## src/rtl/qsfp_link_pkg.sv

```systemverilog
// Package for the QSFP28 link bring-up controller.
// Holds the FSM state encoding, default timing constants (125 MHz) and the
// helper that sizes the shared down-counter.
package qsfp_link_pkg;

    // Controller states; the encoding is visible on the debug state port
    typedef enum logic [2:0] {
        ST_ABSENT    = 3'd0,
        ST_MOD_RESET = 3'd1,
        ST_MOD_INIT  = 3'd2,
        ST_GT_RESET  = 3'd3,
        ST_WAIT_LOCK = 3'd4,
        ST_UP        = 3'd5
    } link_state_t;

    localparam int DEF_DEBOUNCE_CYCLES = 1024;      // input stability window
    localparam int DEF_RESETL_CYCLES   = 1250;      // 10 us ResetL pulse
    localparam int DEF_INIT_CYCLES     = 250000;    // 2 ms module init wait
    localparam int DEF_GT_RST_CYCLES   = 128;       // reset_all pulse width
    localparam int DEF_LOCK_TIMEOUT    = 12500000;  // 100 ms lock wait

    // Bits needed for a counter that must hold values 0..max_count
    function automatic int cnt_width(input int max_count);
        return (max_count < 1) ? 1 : $clog2(max_count + 1);
    endfunction

endpackage

```

## src/rtl/sync_signal.sv

```systemverilog
// Multi-bit N-flop synchroniser for asynchronous level inputs.
// Each bit is synchronised independently; reset drives every stage to RST_VAL
// so the controller sees an idle/inactive input until real samples arrive.
module sync_signal #(
    parameter int               WIDTH   = 1,
    parameter int               N       = 2,
    parameter logic [WIDTH-1:0] RST_VAL = '0
) (
    input  logic             i_clk,
    input  logic             i_rst,
    input  logic [WIDTH-1:0] i_async,
    output logic [WIDTH-1:0] o_sync
);

    logic [WIDTH-1:0] r_stage [N];

    // Shift the raw inputs through N flops into the local clock domain
    always_ff @(posedge i_clk or posedge i_rst) begin
        if (i_rst) begin
            for (int i = 0; i < N; i++) begin
                r_stage[i] <= RST_VAL;
            end
        end else begin
            r_stage[0] <= i_async;
            for (int i = 1; i < N; i++) begin
                r_stage[i] <= r_stage[i-1];
            end
        end
    end

    assign o_sync = r_stage[N-1];

endmodule

```

## src/rtl/qsfp_link_ctrl.sv

```systemverilog
// QSFP28 cage / GT bring-up and supervision controller (125 MHz, free running).
// Debounces module presence, sequences ResetL/LPMode/ModSelL, pulses the GT
// reset_all, waits for reset-done and block lock, and re-runs the GT reset on
// sustained lock loss. Optional build macro QSFP_LINK_CTRL_STATS_EN adds a
// saturating link_down_count output counting UP->GT_RESET transitions.
module qsfp_link_ctrl
    import qsfp_link_pkg::*;
#(
    parameter int DEBOUNCE_CYCLES = DEF_DEBOUNCE_CYCLES,
    parameter int RESETL_CYCLES   = DEF_RESETL_CYCLES,
    parameter int INIT_CYCLES     = DEF_INIT_CYCLES,
    parameter int GT_RST_CYCLES   = DEF_GT_RST_CYCLES,
    parameter int LOCK_TIMEOUT    = DEF_LOCK_TIMEOUT
) (
    input  logic        clk_125mhz_int,
    input  logic        gt_tx_reset,
    input  logic        qsfp_modprsl,
    input  logic        qsfp_intl,
    input  logic        rx_block_lock,
    input  logic        gt_reset_tx_done,
    input  logic        gt_reset_rx_done,
    output logic        qsfp_resetl,
    output logic        qsfp_lpmode,
    output logic        qsfp_modsell,
    output logic        gt_reset_all,
    output logic        link_up,
    output logic        int_seen,
    output logic [2:0]  state
`ifdef QSFP_LINK_CTRL_STATS_EN
    ,
    output logic [15:0] link_down_count
`endif
);

    localparam int CNT_W = cnt_width(LOCK_TIMEOUT);
    localparam int DB_W  = cnt_width(DEBOUNCE_CYCLES);

    logic [4:0]       w_sync;
    logic             w_modprsl_s;
    logic             w_intl_s;
    logic             w_lock_s;
    logic             w_all_up;
    logic             r_present;
    logic [DB_W-1:0]  r_prs_cnt;
    link_state_t      r_state;
    logic [CNT_W-1:0] r_cnt;
    logic             r_resetl;
    logic             r_lpmode;
    logic             r_modsell;
    logic             r_gt_reset_all;
    logic             r_link_up;
    logic             r_int_seen;
`ifdef QSFP_LINK_CTRL_STATS_EN
    logic [15:0]      r_link_down_cnt;
`endif

    // Synchronise the five async inputs; modprsl/intl idle high (absent, no interrupt)
    sync_signal #(
        .WIDTH   (5),
        .N       (2),
        .RST_VAL (5'b11000)
    ) u_sync (
        .i_clk   (clk_125mhz_int),
        .i_rst   (gt_tx_reset),
        .i_async ({qsfp_modprsl, qsfp_intl, rx_block_lock, gt_reset_tx_done, gt_reset_rx_done}),
        .o_sync  (w_sync)
    );

    assign w_modprsl_s = w_sync[4];
    assign w_intl_s    = w_sync[3];
    assign w_lock_s    = w_sync[2];
    assign w_all_up    = w_sync[2] & w_sync[1] & w_sync[0];

    // Counter reload value on entry to each state (state exits when it reaches zero)
    function automatic logic [CNT_W-1:0] f_load(input link_state_t s);
        case (s)
            ST_MOD_RESET: return CNT_W'(RESETL_CYCLES - 1);
            ST_MOD_INIT:  return CNT_W'(INIT_CYCLES - 1);
            ST_GT_RESET:  return CNT_W'(GT_RST_CYCLES - 1);
            ST_WAIT_LOCK: return CNT_W'(LOCK_TIMEOUT - 1);
            ST_UP:        return CNT_W'(DEBOUNCE_CYCLES - 1);
            default:      return '0;
        endcase
    endfunction

    // Presence filter: flip only after the synced level differs for DEBOUNCE_CYCLES in a row
    always_ff @(posedge clk_125mhz_int or posedge gt_tx_reset) begin
        if (gt_tx_reset) begin
            r_present <= 1'b0;
            r_prs_cnt <= '0;
        end else if (w_modprsl_s == r_present) begin
            if (r_prs_cnt == DB_W'(DEBOUNCE_CYCLES - 1)) begin
                r_present <= ~w_modprsl_s;
                r_prs_cnt <= '0;
            end else begin
                r_prs_cnt <= r_prs_cnt + 1'b1;
            end
        end else begin
            r_prs_cnt <= '0;
        end
    end

    // Bring-up FSM with shared down-counter; outputs are decoded from the previous state
    always_ff @(posedge clk_125mhz_int or posedge gt_tx_reset) begin
        if (gt_tx_reset) begin
            r_state         <= ST_ABSENT;
            r_cnt           <= '0;
            r_resetl        <= 1'b0;
            r_lpmode        <= 1'b1;
            r_modsell       <= 1'b1;
            r_gt_reset_all  <= 1'b1;
            r_link_up       <= 1'b0;
            r_int_seen      <= 1'b0;
`ifdef QSFP_LINK_CTRL_STATS_EN
            r_link_down_cnt <= '0;
`endif
        end else begin
            r_resetl       <= !(r_state == ST_ABSENT || r_state == ST_MOD_RESET);
            r_lpmode       <=  (r_state == ST_ABSENT || r_state == ST_MOD_RESET);
            r_gt_reset_all <= !(r_state == ST_WAIT_LOCK || r_state == ST_UP);
            r_modsell      <=  (r_state == ST_ABSENT);
            r_link_up      <=  (r_state == ST_UP);

            if (r_state == ST_ABSENT) begin
                r_int_seen <= 1'b0;
            end else if (!w_intl_s) begin
                r_int_seen <= 1'b1;
            end

            if (!r_present && r_state != ST_ABSENT) begin
                r_state <= ST_ABSENT;
                r_cnt   <= f_load(ST_ABSENT);
            end else begin
                case (r_state)
                    ST_ABSENT: begin
                        if (r_present) begin
                            r_state <= ST_MOD_RESET;
                            r_cnt   <= f_load(ST_MOD_RESET);
                        end
                    end
                    ST_MOD_RESET: begin
                        if (r_cnt == '0) begin
                            r_state <= ST_MOD_INIT;
                            r_cnt   <= f_load(ST_MOD_INIT);
                        end else begin
                            r_cnt <= r_cnt - 1'b1;
                        end
                    end
                    ST_MOD_INIT: begin
                        if (r_cnt == '0) begin
                            r_state <= ST_GT_RESET;
                            r_cnt   <= f_load(ST_GT_RESET);
                        end else begin
                            r_cnt <= r_cnt - 1'b1;
                        end
                    end
                    ST_GT_RESET: begin
                        if (r_cnt == '0) begin
                            r_state <= ST_WAIT_LOCK;
                            r_cnt   <= f_load(ST_WAIT_LOCK);
                        end else begin
                            r_cnt <= r_cnt - 1'b1;
                        end
                    end
                    ST_WAIT_LOCK: begin
                        if (w_all_up) begin
                            r_state <= ST_UP;
                            r_cnt   <= f_load(ST_UP);
                        end else if (r_cnt == '0) begin
                            r_state <= ST_GT_RESET;
                            r_cnt   <= f_load(ST_GT_RESET);
                        end else begin
                            r_cnt <= r_cnt - 1'b1;
                        end
                    end
                    ST_UP: begin
                        // In UP the counter is the lock-loss debounce; any lock restarts it
                        if (w_lock_s) begin
                            r_cnt <= f_load(ST_UP);
                        end else if (r_cnt == '0) begin
                            r_state <= ST_GT_RESET;
                            r_cnt   <= f_load(ST_GT_RESET);
`ifdef QSFP_LINK_CTRL_STATS_EN
                            if (r_link_down_cnt != 16'hFFFF) begin
                                r_link_down_cnt <= r_link_down_cnt + 16'd1;
                            end
`endif
                        end else begin
                            r_cnt <= r_cnt - 1'b1;
                        end
                    end
                    default: begin
                        r_state <= ST_ABSENT;
                        r_cnt   <= f_load(ST_ABSENT);
                    end
                endcase
            end
        end
    end

    assign qsfp_resetl     = r_resetl;
    assign qsfp_lpmode     = r_lpmode;
    assign qsfp_modsell    = r_modsell;
    assign gt_reset_all    = r_gt_reset_all;
    assign link_up         = r_link_up;
    assign int_seen        = r_int_seen;
    assign state           = r_state;
`ifdef QSFP_LINK_CTRL_STATS_EN
    assign link_down_count = r_link_down_cnt;
`endif

endmodule
```

## config.mk

```make
export PLATFORM = sky130hd
export DESIGN_NAME = qsfp_link_ctrl
export DESIGN_NICKNAME = d
export VERILOG_FILES = /design/src/rtl/qsfp_link_pkg.sv /design/src/rtl/sync_signal.sv /design/src/rtl/qsfp_link_ctrl.sv
export SDC_FILE = /design/constraint.sdc
export NUM_CORES = 1
export LEC_CHECK = 0
export BUFFER_PORTS_ARGS = -buffer_cell sky130_fd_sc_hd__buf_4
export CELL_PAD_IN_SITES_DETAIL_PLACEMENT = 0
export CELL_PAD_IN_SITES_GLOBAL_PLACEMENT = 2
export CORE_ASPECT_RATIO = 1.25
export CORE_UTILIZATION = 35
export CTS_BUF_LIST = sky130_fd_sc_hd__clkbuf_8
export CTS_CLUSTER_SIZE = 28
export DETAILED_ROUTE_END_ITERATION = 8
export PLACE_DENSITY = 0.8
export SLEW_MARGIN = 10
export SYNTH_ARGS = -nofsm -noshare
export SYNTH_HDL_FRONTEND = slang
export SYNTH_HIERARCHICAL = 1
export SYNTH_SLANG_ARGS = --single-unit
export TNS_END_PERCENT = 20
```

## constraint.sdc

```tcl
create_clock -name clk_125mhz_int -period 3 [get_ports clk_125mhz_int]
set_input_delay 0.15 -clock clk_125mhz_int [delete_from_list [all_inputs] [get_ports clk_125mhz_int]]
set_output_delay 0.15 -clock clk_125mhz_int [all_outputs]
set_load 0.02 [all_outputs]
```

==> impl_metrics.prom <==
# TYPE chip_impl_metric gauge
chip_impl_info{name="status",value="finished clean"} 1
chip_impl_metric{name="fin_hold_viols",unit=""} 0
chip_impl_metric{name="die_area",unit="um^2"} 8710
chip_impl_metric{name="maxCapViolCount",unit=""} 0
chip_impl_info{name="critPathLaunchType",value="flip-flop"} 1
chip_impl_metric{name="gp_congestion",unit=""} 0.776
chip_impl_metric{name="antenna_found_initial",unit=""} 0
chip_impl_metric{name="drc",unit=""} 0
chip_impl_metric{name="vdd_ir_drop_max",unit="mV"} 0.206
chip_impl_metric{name="area_growth",unit="%"} 10.9
chip_impl_metric{name="cts.repair.resized",unit=""} 0
chip_impl_metric{name="fin_crit_sh",unit="%"} 83.9
chip_impl_metric{name="post_drt_wl_per_cell",unit="um"} 17.0
chip_impl_metric{name="worstSetupPathDepth",unit=""} 8
chip_impl_metric{name="via_per_inst",unit=""} 5.74
chip_impl_metric{name="ys_ff_latch",unit=""} 55
chip_impl_metric{name="num-fill-cells",unit=""} 799
chip_impl_metric{name="layout_min_cycle_time",unit="ns"} 2.52
chip_impl_info{name="rsz_0062_raised_after_global_routing",value="no"} 1
chip_impl_metric{name="critical_path_required",unit="ns"} 3.27
chip_impl_metric{name="post_dp_cell_area",unit="um^2"} 3090
chip_impl_metric{name="multiInputGateArea",unit="um^2"} 1360
chip_impl_metric{name="clock_insertion_delay_worst_skew",unit="ns"} 0.33
chip_impl_info{name="tritoncts",value="built"} 1
chip_impl_metric{name="synthDistinctLibCells",unit=""} 54
chip_impl_metric{name="global_route_wire_length_before_repair",unit="um"} 12100
chip_impl_metric{name="total_leakage_power",unit="nW"} 1.46
chip_impl_metric{name="timing.reg2reg.worst_path_depth",unit=""} 8
chip_impl_metric{name="total_standard_cell_area_after_synthesis",unit="um^2"} 2920
chip_impl_metric{name="drtIter0Drc",unit=""} 140
chip_impl_metric{name="clock_skew",unit="ns"} 0.0170
chip_impl_metric{name="cts.path.max_buffers",unit=""} 2
chip_impl_metric{name="n_antenna_cell",unit=""} 0
chip_impl_metric{name="pin_count",unit=""} 16
chip_impl_metric{name="clk_transition_reported_paths",unit="ns"} 0.11
chip_impl_metric{name="detail_route.first_pass.iterations",unit=""} 4
chip_impl_metric{name="grt_max_degree",unit=""} 46
chip_impl_metric{name="drt-total-wl",unit="um"} 7190
chip_impl_metric{name="final_non_filler_cell_area",unit="um^2"} 3240
chip_impl_metric{name="synth_enable_flop_cells",unit=""} 0
chip_impl_metric{name="tightest_slew",unit="ns"} 0.966
chip_impl_metric{name="fp-row-count",unit=""} 36
chip_impl_metric{name="slew-limit-headroom",unit="%"} 35.5
chip_impl_info{name="cp_cell_sequence",value="inv_1, nor2_1, inv_1, a31oi_1, o31ai_1, a21oi_1, o311a_1, a221o_1"} 1
chip_impl_metric{name="globalRoute.totalOverflow",unit=""} 0
chip_impl_metric{name="achievable-frequency",unit="GHz"} 0.397
chip_impl_metric{name="postSynthAreaPerCell",unit="um^2"} 9.29
chip_impl_info{name="root_buffer_cell",value="clkbuf_8"} 1
chip_impl_metric{name="finish_stage_setup_viols",unit=""} 0
chip_impl_metric{name="slew_viols_final",unit=""} 0
chip_impl_metric{name="fin_hold_ws",unit="ns"} 0.353
chip_impl_info{name="cp_top_family",value="compound AO/OA/AOI/OAI gates"} 1
chip_impl_metric{name="timing.reg2reg.setup_slack",unit="ns"} 0.48
chip_impl_metric{name="max_stage_delay",unit="ns"} 0.72
chip_impl_metric{name="mappedNetlistNets",unit=""} 323
chip_impl_metric{name="power.density_cell_area",unit="nW/um^2"} 386
chip_impl_metric{name="synth-warning-count",unit=""} 6
chip_impl_metric{name="crit_buf_inv",unit=""} 2
chip_impl_metric{name="floorplan.initialDensity",unit="%"} 36.8
chip_impl_metric{name="clkSinkCount",unit=""} 55
chip_impl_metric{name="cts_made_buffers",unit=""} 5
chip_impl_metric{name="chipHeight",unit="um"} 104
chip_impl_metric{name="number_of_instances_in_the_synthesized_netlist",unit=""} 314
chip_impl_metric{name="setup_total_negative_slack",unit="ns"} 0
chip_impl_info{name="worst_path_cell_with_the_longest_stage_delay",value="dfrtp_1"} 1
chip_impl_metric{name="die_w",unit="um"} 83.7
chip_impl_metric{name="detail_placement_hpwl",unit="um"} 4950
chip_impl_info{name="criticalPathCategory",value="reg -> reg"} 1
chip_impl_metric{name="htreeDepth",unit=""} 2
chip_impl_info{name="worstHoldPathType",value="in -> async"} 1
chip_impl_metric{name="synth.yosys.seq_area_share",unit="%"} 47.5
chip_impl_metric{name="detail-route-antenna-nets",unit=""} 0
chip_impl_metric{name="finalNetCount",unit=""} 337
chip_impl_metric{name="layout_cell_share_with_drive_strength_beyond_1",unit="%"} 14.6
chip_impl_metric{name="coreArea",unit="um^2"} 7930
chip_impl_metric{name="route.vias.total",unit=""} 2433
chip_impl_metric{name="cp_data_arrival_time",unit="ns"} 2.79
chip_impl_metric{name="gr-usage-all-layers",unit="%"} 17.4
chip_impl_info{name="synth_ff_type",value="dfrtp_1"} 1
chip_impl_metric{name="via_count_of_the_first_global_routing_pass",unit=""} 2387
chip_impl_metric{name="ys_async_sr_fraction",unit="%"} 100
chip_impl_metric{name="port_buffers",unit=""} 15
chip_impl_info{name="crit_top_cell",value="inv_1"} 1
chip_impl_metric{name="worstPathMaxFanout",unit=""} 18
chip_impl_metric{name="fin_util",unit="%"} 40.8
chip_impl_info{name="critPathCaptureType",value="flip-flop"} 1
chip_impl_metric{name="sequential_cell_area",unit="um^2"} 1390
-- what timing repair did --
item,4_1_cts,5_1_grt
setup buffers,0,0
hold buffers,6,0
endpoints found under the hold margin,11,0
-- through the flow --
stage | setup slack [ns] | power [mW] | std cells
5_1_grt | 0.241 | 1.29 | 424
2_1_floorplan | 0.945 | 0.797 | 314
3_3_place_gp | 0.536 | 0.807 | 410
4_1_cts | 0.495 | 1.26 | 424
3_5_place_dp | 0.530 | 0.807 | 410
6_report | 0.484 | 1.25 | 424
-- cell usage after synthesis, types with 6 or more instances --
| library cell | count | area (um^2) |
|---|---|---|
| dfrtp_1 | 48 | 1200 |
| nor2_1 | 28 | 105 |
| nand2_1 | 24 | 90.1 |
| a21oi_1 | 23 | 115 |
| o21ai_0 | 21 | 105 |
| inv_1 | 19 | 71.3 |
| nand3_1 | 17 | 85.1 |
| nor3_1 | 11 | 55.1 |
| clkbuf_1 | 7 | 26.3 |
| dfstp_2 | 7 | 184 |
| xor2_1 | 7 | 61.3 |
| a31oi_1 | 6 | 37.5 |
| and3_1 | 6 | 37.5 |
| buf_4 | 6 | 45.0 |
| or3_1 | 6 | 37.5 |
| xnor2_1 | 6 | 52.6 |
-- cell type report --
class                           count  area share, %
Tap cell                           95           3.67
Sequential cell                    55           42.8
Clock buffer                        5           2.13
Clock inverter                      3          0.696
Timing Repair Buffer               26           6.49
Inverter                           19           2.20
Multi-Input combinational cell    221           42.0
-- metal layers --
layer	track usage (%)	vias up	wire, um
met5	0	-	0
met4	6.66	0	128
met3	2.06	11	246
met2	30.6	62	3770
met1	21.7	1205	3050
li1	-	1155	-
-- path summary, 6_finish.rpt --
path	start	to
max	state[2]	r_cnt[17]
min	gt_tx_reset	u_sync/o_sync[2]
max reg2reg	state[2]	r_cnt[17]
min reg2reg	u_sync/r_stage[7]	u_sync/o_sync[2]
max in group asynchronous	gt_tx_reset	link_up
min in group clk_125mhz_int	u_sync/r_stage[7]	u_sync/o_sync[2]
-- cell usage in the layout, fill, tap and decap left out, types with 7 or more instances in the layout --
cell,synthesis,final
dfrtp_1,48,48
nor2_1,28,28
nand2_1,24,24
a21oi_1,23,23
o21ai_0,21,21
buf_4,6,20
inv_1,19,18
nand3_1,17,17
nor3_1,11,11
xor2_1,7,7
dfstp_2,7,7
-- logic make-up (layout without fill, tap and decap cells) --
kind of cell / Yosys count / count (layout) / share of synthesized area (%)
XOR/XNOR: 13 / 13 / 3.90
adder cells (fa/ha/maj): 2 / 2 / 0.857
AO/OA/AOI/OAI: 89 / 89 / 19.8
multiplexers: 1 / 1 / 0.343
AND/OR/NAND/NOR: 116 / 116 / 21.5
flip-flops: 55 / 55 / 47.5
buffers and inverters: 38 / 53 / 6.13
-- power breakdown --
part	total [mW]	internal, mW	switching [mW]	leakage [nW]
combinational	0.0375	0.0146	0.0228	0.687
sequential	0.760	0.753	0.00637	0.728
clock	0.453	0.170	0.282	0.0489
-- worst reg2reg max path: cells and delay by family (launching register included) --
| family | cells | cell delay (ns) |
|---|---|---|
| flops | 1 | 0.72 |
| simple gates | 1 | 0.29 |
| compound gates | 5 | 1.09 |
| buf+inv | 2 | 0.38 |
-- state kept, by name (all words and copies together) (netlist names) --
signal          count
r_cnt              24
u_sync/r_stage      5
qsfp_lpmode         1
r_prs_cnt          11
link_up             1
gt_reset_all        1
int_seen            1
qsfp_modsell        1
u_sync/o_sync       5
state               3
r_present           1
qsfp_resetl         1
Note: power is estimated with default switching activity, not from simulation.
